===== src/rtl/data_swapper_pkg.sv =====
// Shared constants and the lane-pair bundle for the data swapper.
package data_swapper_pkg;

    localparam int N_DEF     = 8;
    localparam int CNT_W_DEF = 16;

    typedef struct packed {
        logic [N_DEF-1:0] a;
        logic [N_DEF-1:0] b;
    } pair_t;

endpackage


===== src/rtl/swap_skid_buf.sv =====
// Two-entry valid/ready skid buffer with registered outputs and ready.
module swap_skid_buf #(
    parameter int W = 16
) (
    input  logic         clk,
    input  logic         rst_n,
    input  logic         in_valid,
    output logic         in_ready,
    input  logic [W-1:0] in_data,
    output logic         out_valid,
    input  logic         out_ready,
    output logic [W-1:0] out_data
);

    logic [W-1:0] main_q, main_d;
    logic [W-1:0] skid_q, skid_d;
    logic         main_valid_q, main_valid_d;
    logic         skid_valid_q, skid_valid_d;
    logic         in_ready_q, in_ready_d;
    logic         in_fire;
    logic         main_free;

    assign in_fire   = in_valid && in_ready_q;
    assign main_free = !main_valid_q || out_ready;

    always_comb begin
        main_d       = main_q;
        skid_d       = skid_q;
        main_valid_d = main_valid_q;
        skid_valid_d = skid_valid_q;
        unique case (1'b1)
            skid_valid_q && out_ready: begin
                main_d       = skid_q;
                skid_valid_d = 1'b0;
            end
            !skid_valid_q && in_fire && main_free: begin
                main_d       = in_data;
                main_valid_d = 1'b1;
            end
            !skid_valid_q && in_fire && !main_free: begin
                skid_d       = in_data;
                skid_valid_d = 1'b1;
            end
            !skid_valid_q && !in_fire && main_valid_q && out_ready: begin
                main_valid_d = 1'b0;
            end
            default: begin
            end
        endcase
        // Ready is a pure function of next-cycle skid occupancy.
        in_ready_d = !skid_valid_d;
    end

    always_ff @(posedge clk or negedge rst_n) begin
        if (!rst_n) begin
            main_q       <= '0;
            skid_q       <= '0;
            main_valid_q <= 1'b0;
            skid_valid_q <= 1'b0;
            in_ready_q   <= 1'b1;
        end else begin
            main_q       <= main_d;
            skid_q       <= skid_d;
            main_valid_q <= main_valid_d;
            skid_valid_q <= skid_valid_d;
            in_ready_q   <= in_ready_d;
        end
    end

    assign in_ready  = in_ready_q;
    assign out_valid = main_valid_q;
    assign out_data  = main_q;

endmodule


===== src/rtl/data_swapper.sv =====
// Two-lane pass/cross element on a valid/ready stream with a
// saturating count of swapped transfers.
module data_swapper
    import data_swapper_pkg::*;
#(
    parameter int N     = N_DEF,
    parameter int CNT_W = CNT_W_DEF
) (
    input  logic             clk,
    input  logic             rst_n,
    input  logic             in_valid,
    output logic             in_ready,
    input  logic [N-1:0]     in1,
    input  logic [N-1:0]     in2,
    input  logic             swap_en,
    output logic             out_valid,
    input  logic             out_ready,
    output logic [N-1:0]     out1,
    output logic [N-1:0]     out2,
    output logic [CNT_W-1:0] swap_cnt,
    input  logic             clr_cnt
);

    typedef struct packed {
        logic [N-1:0] a;
        logic [N-1:0] b;
    } lane_pair_t;

    lane_pair_t       sel_pair;
    lane_pair_t       held_pair;
    logic             in_fire;
    logic [CNT_W-1:0] cnt_q, cnt_d;

    always_comb begin
        sel_pair.a = swap_en ? in2 : in1;
        sel_pair.b = swap_en ? in1 : in2;
    end

    swap_skid_buf #(
        .W (2*N)
    ) u_skid (
        .clk       (clk),
        .rst_n     (rst_n),
        .in_valid  (in_valid),
        .in_ready  (in_ready),
        .in_data   (sel_pair),
        .out_valid (out_valid),
        .out_ready (out_ready),
        .out_data  (held_pair)
    );

    assign out1    = held_pair.a;
    assign out2    = held_pair.b;
    assign in_fire = in_valid && in_ready;

    // Clear wins over a same-cycle increment; no wrap at all-ones.
    always_comb begin
        cnt_d = cnt_q;
        unique case (1'b1)
            clr_cnt: cnt_d = '0;
            !clr_cnt && in_fire && swap_en && !(&cnt_q):
                cnt_d = cnt_q + CNT_W'(1);
            default: begin
            end
        endcase
    end

    always_ff @(posedge clk or negedge rst_n) begin
        if (!rst_n) begin
            cnt_q <= '0;
        end else begin
            cnt_q <= cnt_d;
        end
    end

    assign swap_cnt = cnt_q;

endmodule


===== config.mk =====
export PLATFORM = sky130hd
export DESIGN_NAME = data_swapper
export DESIGN_NICKNAME = d
export VERILOG_FILES = /design/src/rtl/data_swapper_pkg.sv /design/src/rtl/swap_skid_buf.sv /design/src/rtl/data_swapper.sv
export SDC_FILE = /design/constraint.sdc
export NUM_CORES = 1
export LEC_CHECK = 0
export CORE_UTILIZATION = 50
export CTS_CLUSTER_SIZE = 12
export DETAILED_ROUTE_END_ITERATION = 8
export HOLD_SLACK_MARGIN = 0.02
export PLACE_DENSITY = 0.85
export SLEW_MARGIN = 5
export SYNTH_ARGS = -nofsm -noshare
export SYNTH_HDL_FRONTEND = slang
export SYNTH_SLANG_ARGS = --single-unit
export TNS_END_PERCENT = 1

===== constraint.sdc =====
create_clock -name clk -period 3.05 [get_ports clk]
set_input_delay 0.305 -clock clk [delete_from_list [all_inputs] [get_ports clk]]
set_output_delay 0.305 -clock clk [all_outputs]
set_load 0.02 [all_outputs]

==> results of run 1 <==
==> worst max-delay path, delay by kind of cell (launching register included) <==
family | cells | cell delay (ps)
multiplexers | 1 | 340
buffers and inverters | 1 | 280
AND/OR/NAND/NOR | 2 | 880
flip-flops | 1 | 600
==> cell families (layout without fill, tap and decap cells) <==
group | Yosys count | in the layout | share of synthesized area
simple gates | 78 | 78 | 0.1850
compound gates | 52 | 52 | 0.1471
mux | 35 | 35 | 0.1456
buf+inv | 20 | 75 | 0.03321
fa+ha+maj | 1 | 1 | 0.004743
flops | 51 | 51 | 0.4843
==> registers in the layout, summed over array words and instances (netlist names), named ones only <==
name              flops
u_skid.out_data      16
u_skid.out_valid      1
u_skid.in_ready       1
swap_cnt             16
u_skid.skid_q        16
==> per-layer routing <==
layer	track usage	wire length [um]	part of all wire
met1	0.2877	2469	0.43
met2	0.3784	2922	0.51
met3	0.04552	246	0.043
met4	0.07547	68	0.012
met5	0	0	0
==> synthesized netlist by cell type, drive strengths merged (2+ instances only) <==
library cell	count	share of area
nand3b	2	0.0071
a211oi	5	0.014
nor4b	2	0.0090
and3	12	0.030
a21o	8	0.023
mux2i	8	0.030
mux2	27	0.12
nand3	12	0.027
nand2b	3	0.0071
clkbuf	6	0.0085
nor4	2	0.010
buf	8	0.016
or4	3	0.0085
nor2	20	0.031
a221o	9	0.034
nor3	2	0.0057
a2111oi	2	0.0095
inv	6	0.0085
nand2	7	0.010
nand4	2	0.013
o21ai	2	0.0038
nor2b	10	0.024
o41ai	2	0.0066
dfrtp	50	0.47
o31ai	8	0.023
a21oi	14	0.028
==> power groups by stage <==
stage | logic (mW) | registers, mW | clock network [mW]
global route | 0.847 | 1.08 | 0.518
finish | 0.785 | 1.06 | 0.481
detailed placement | 0.791 | 1.06 | 0
floorplan | 0.328 | 1.15 | 0
global placement | 0.772 | 1.06 | 0
CTS | 0.794 | 1.05 | 0.494
==> how the worst max path moves through the flow <==
stage                                   start                              to  slack, ps
floorplan           u_skid.in_ready$_DFF_PN1_        swap_cnt[11]$_DFFE_PN0P_       1200
global placement                     in_valid    u_skid.skid_q[4]$_DFFE_PN0N_        860
detailed placement                   in_valid    u_skid.skid_q[0]$_DFFE_PN0N_        820
CTS                                      flop  u_skid.out_data[7]$_DFFE_PN0P_        840
global route                             flop    u_skid.skid_q[6]$_DFFE_PN0N_        700
finish                                   flop    u_skid.skid_q[6]$_DFFE_PN0N_        840
==> stage by stage <==
stage | std cells | setup WS, ps | hold WS (ps)
final | 362 | 836.7 | 206.3
after global routing | 362 | 703.2 | 290.0
after CTS | 362 | 838.7 | 243.3
after detailed placement | 354 | 824.9 | 469.1
after global placement | 354 | 860.2 | 460.1
after floorplan | 237 | 1196 | 9.409
==> area by class of cell <==
| type | count | area share |
|---|---|---|
| Inverter | 6 | 0.006686 |
| Clock buffer | 6 | 0.02452 |
| Multi-Input combinational cell | 166 | 0.3778 |
| Sequential cell | 51 | 0.3793 |
| Tap cell | 70 | 0.02600 |
| Timing Repair Buffer | 61 | 0.1753 |
| Clock inverter | 2 | 0.01040 |
==> out/qor.csv, run 1 <==
stage;metric;value;unit
grt;antenna_found_initial;0;
sta;fmaxAchievable;451.8;MHz
sta;hold_viol;0;
clocking;post_cts_resized;0;
setup_path;rr_endpoint;u_skid.skid_q[6]$_DFFE_PN0N_;
finish;n_antenna_cell;0;
setup_path;path_cells;nand3b_2 -> nor2b_1 -> buf_4 -> mux2_1;
grt;grt_max_degree;52;
synth;ys_types;45;
die;ioPinCount;56;
die;die_x;74.63;um
clocking;cts_buffers;5;
setup_path;r2r_cells;4;
power;powerDensity;689.1;nW/um^2
routing;via_count;2081;
clocking;clk_pin_slew;90;ps
finish;multi_input_area;1272;sq um
sta;fin_crit_sh;0.7257;
finish;fin_area;3368;sq um
sta;tns;0;ps
setup_path;path_class;reg -> reg;
sta;setup_viol;0;
setup_path;critPathSlowestCell;dfrtp_1;
die;coreArea;5107;sq um
sta;max_slew_margin;0.2639;
synth;synth_nets;260;
run_status;outcome;completed;
finish;seq_area;1277;sq um
grt;grt_usage;0.2234;
power;switching_power;745.9;uW
sta;fin_crit;2213;ps
routing;drc;0;
clocking;cts_sinks;51;
sta;rsz0062_at_grt;no;
die;std_cell_rows;26;
placed_design;gp_congestion;0.8647;
finish;nets;314;
clocking;holdBufCountCts;0;
die;die_h;74.63;um
finish;nFillCells;440;
placed_design;placed_area;3251;sq um
sta;slew_violations;0;
clocking;cts_tree;yes;
synth;synth_warnings;0;
routing;wl;5706;um
routing;wl_per_cell;15.76;um
synth;synth_edf_count;0;
setup_path;arrival;2400;ps
finish;drive_above_1_share;0.1267;
routing;first_iter_violations;127;
setup_path;max_stage_delay;600;ps
placed_design;hpwlAfterDp;4114;um
grt;grt_pass1_wl;9301;um
die;dieArea;5570;sq um
clocking;clockRootBuffer;clkbuf_8;
power;power;2.321;mW
power;power.internal;1.575;mW
clocking;cts_max_level;2;
job;cap_viol_max_count;0;
clocking;clk_path_buf_depth;2;
synth;synth_seq_cells;51;
clocking;cts_setup_buffers;0;
setup_path;critPathMaxFanout;20;
routing;drt_pass1_iterations;6;
power;ir_drop;455.6;uV
power;clock_power_share;0.207;
sta;skew;10.07;ps
finish;syn_to_final_growth;27.70;%
power;switching_share;0.3214;
synth;synth_seq_area_share;0.4843;
grt;grt_pass1_vias;1992;
die;initial_utilization;0.5164;
finish;fin_util;0.6595;
setup_path;endpoint_kind;flop;
setup_path;start_kind;flop;
routing;viasPerCell;5.749;
hold_path;hp-class;in -> async;
grt;overflow;0;
power;seq_power_share;0.455;
finish;final_cell_mix;clkdlybuf4s50_1 (54), dfrtp_1 (50), mux2_1 (19), nor2_1 (19), a21oi_1 (13);
synth;avgSynthCellArea;11.13;sq um
synth;async_flop_share;1.000;
routing;postRouteAntennaNets;0;
power;pwr-share-comb;0.338;
finish;layout_commonest_cell;clkdlybuf4s50_1;
synth;synth_flop_cell;dfrtp_1;
power;p_leak;1.464;nW
sta;worst_pin_slew;1104;ps
setup_path;required;3240;ps
synth;syn_inst;237;
placed_design;port-buffer-count;55;
synth;syn_area;2638;sq um
clocking;clock_latency;300;ps
setup_path;r2r_slack;840;ps
Power figures use the tool's default switching activity.
==> run 2: changes to the inputs <==
==> constraint.sdc (replaced) <==
create_clock -name clk -period 2.2 [get_ports clk]
set_input_delay 0.22 -clock clk [delete_from_list [all_inputs] [get_ports clk]]
set_output_delay 0.22 -clock clk [all_outputs]
set_load 0.02 [all_outputs]
==> out/qor.csv, run 2 (same netlist as run 1, synthesis figures left out) <==
stage;metric;value;unit;change
finish;nets;324;;+3.2%
sta;slew_violations;0;;unchanged
grt;grt_max_degree;22;;-58%
setup_path;max_stage_delay;470;ps;-130 ps
die;die_x;74.63;um;unchanged
setup_path;r2r_cells;4;;unchanged
setup_path;rr_endpoint;swap_cnt[15]$_DFFE_PN0P_;;
setup_path;r2r_start;swap_cnt[8]$_DFFE_PN0P_;;
grt;grt_pass1_wl;9701;um;+4.3%
routing;postRouteAntennaNets;0;;unchanged
finish;layout_commonest_cell;clkdlybuf4s50_1;;
finish;fin_area;3420;sq um;+1.5%
clocking;cts_max_level;2;;unchanged
job;cap_viol_max_count;0;;unchanged
setup_path;path_class;reg -> reg;;
routing;drc;0;;unchanged
setup_path;arrival;2140;ps;-260 ps
sta;setup_viol;0;;unchanged
grt;grt_usage;0.2396;;+0.01612
die;die_h;74.63;um;unchanged
clocking;clk_path_buf_depth;2;;unchanged
die;initial_utilization;0.5164;;unchanged
clocking;cts_setup_buffers;0;;unchanged
setup_path;start_kind;flop;;
placed_design;placed_area;3318;sq um;+2.1%
power;p_leak;1.501;nW;+2.5%
setup_path;crit_family;simple AND/OR/NAND/NOR gates;;
setup_path;path_cells;nand4_2 -> nor4_4 -> nor4b_2 -> mux2_1;;
setup_path;critPathSlowestCell;dfrtp_1;;
clocking;clock_latency;310;ps;about the same
sta;max_slew_margin;0.4846;;+0.2207
clocking;clk_pin_slew;90;ps;about the same
routing;viasPerCell;5.586;;-2.8%
clocking;cts_tree;yes;;
clocking;cts_sinks;51;;unchanged
clocking;post_cts_resized;0;;unchanged
die;std_cell_rows;26;;unchanged
setup_path;critPathMaxFanout;10;;-50%
routing;drt_pass1_iterations;5;;-1
placed_design;port-buffer-count;55;;unchanged
routing;first_iter_violations;88;;-31%
finish;drive_above_1_share;0.1490;;+0.02229
sta;worst_pin_slew;773.0;ps;-331.1 ps
placed_design;hpwlAfterDp;4277;um;+4.0%
setup_path;worst-path-buf-inv;0;;-1
placed_design;place_ws;85.06;ps;-739.8 ps
sta;rsz0062_at_grt;no;;
routing;wl_per_cell;15.69;um;-0.47%
sta;fin_crit;1944;ps;-269.8 ps
finish;syn_to_final_growth;29.65;%;
setup_path;r2r_slack;260;ps;-580 ps
setup_path;required;2400;ps;-840 ps
grt;antenna_found_initial;0;;unchanged
routing;via_count;2078;;-0.14%
hold_path;hp-class;in -> async;;
die;coreArea;5107;sq um;unchanged
sta;skew;7.635;ps;-2.438 ps
die;ioPinCount;56;;unchanged
setup_path;worst-path-stages;4;;unchanged
finish;final_cell_mix;clkdlybuf4s50_1 (54), dfrtp_1 (50), mux2_1 (19), nor2_1 (19), buf_4 (15);;
setup_path;endpoint_kind;flop;;
sta;fin_crit_sh;0.8834;;+0.1578
finish;n_antenna_cell;0;;unchanged
sta;fmaxAchievable;514.5;MHz;+14%
sta;hold_viol;0;;unchanged
placed_design;gp_congestion;0.8118;;-6.1%
grt;grt_pass1_vias;2030;;+1.9%
sta;tns;0;ps;unchanged
run_status;outcome;completed;;
power;powerDensity;910.7;nW/um^2;+32%
sta;finalWorstSetupSlack;256.4;ps;-580.2 ps
clocking;clockRootBuffer;clkbuf_8;;
power;power;3.114;mW;+34%
die;dieArea;5570;sq um;unchanged
grt;overflow;0;;unchanged
clocking;cts_buffers;5;;unchanged
routing;wl;5836;um;+2.3%
power;ir_drop;620.2;uV;+36%
[run 2: report_power, final]
group	switching [mW]	total (mW)	internal [mW]
logic	0.549	1.13	0.582
clock network	0.297	0.551	0.254
registers	0.182	1.43	1.25
[run 2: layout make-up]
cell class                 count  area [sq um]
clock buffer                   7         86.33
clock inverter                 1         5.005
fill                         410          1688
inverter                       6         22.52
multi-input combinational    166          1272
sequential                    51          1277
tap                           70         87.58
timing repair buffer          71         668.1
[run 2: metrics by stage]
step	std cells	utilization	hold WS [ps]
2_1_floorplan	237	-	-75.59
3_3_place_gp	363	0.6497	196.8
3_5_place_dp	363	0.6497	205.8
4_1_cts	372	0.6695	413.2
5_1_grt	372	0.6695	440.9
6_report	372	0.6695	403.0
[run 2: routing by layer]
metal | GRT usage | wire (um) | vias up
met5 | 0 | 0 | -
met4 | 0.08805 | 101 | 0
met2 | 0.4144 | 2988 | 60
li1 | - | - | 998
met3 | 0.05087 | 245 | 7
met1 | 0.2960 | 2501 | 1013
[run 2: how the worst max path moves through the flow]
stage                                     endpoint                      start  slack, ps
floorplan                 swap_cnt[11]$_DFFE_PN0P_  u_skid.in_ready$_DFF_PN1_        350
global placement          swap_cnt[11]$_DFFE_PN0P_                   in_valid        160
detailed placement  u_skid.out_data[4]$_DFFE_PN0P_                  out_ready         90
CTS                       swap_cnt[15]$_DFFE_PN0P_    swap_cnt[5]$_DFFE_PN0P_        250
global route              swap_cnt[15]$_DFFE_PN0P_    swap_cnt[8]$_DFFE_PN0P_         90
finish                    swap_cnt[15]$_DFFE_PN0P_    swap_cnt[8]$_DFFE_PN0P_        260
[run 2: repair_timing]
| action | CTS | global route |
|---|---|---|
| hold buffers | 1 | 0 |
| endpoints found under the setup margin | 0 | 0 |
| endpoints found under the hold margin | 19 | 0 |
[run 2: worst reg2reg max path, stage by stage, from the launching register on]
cell	delay (ps)
dfrtp_1	470
nand4_2	220
nor4_4	470
nor4b_2	330
mux2_1	350
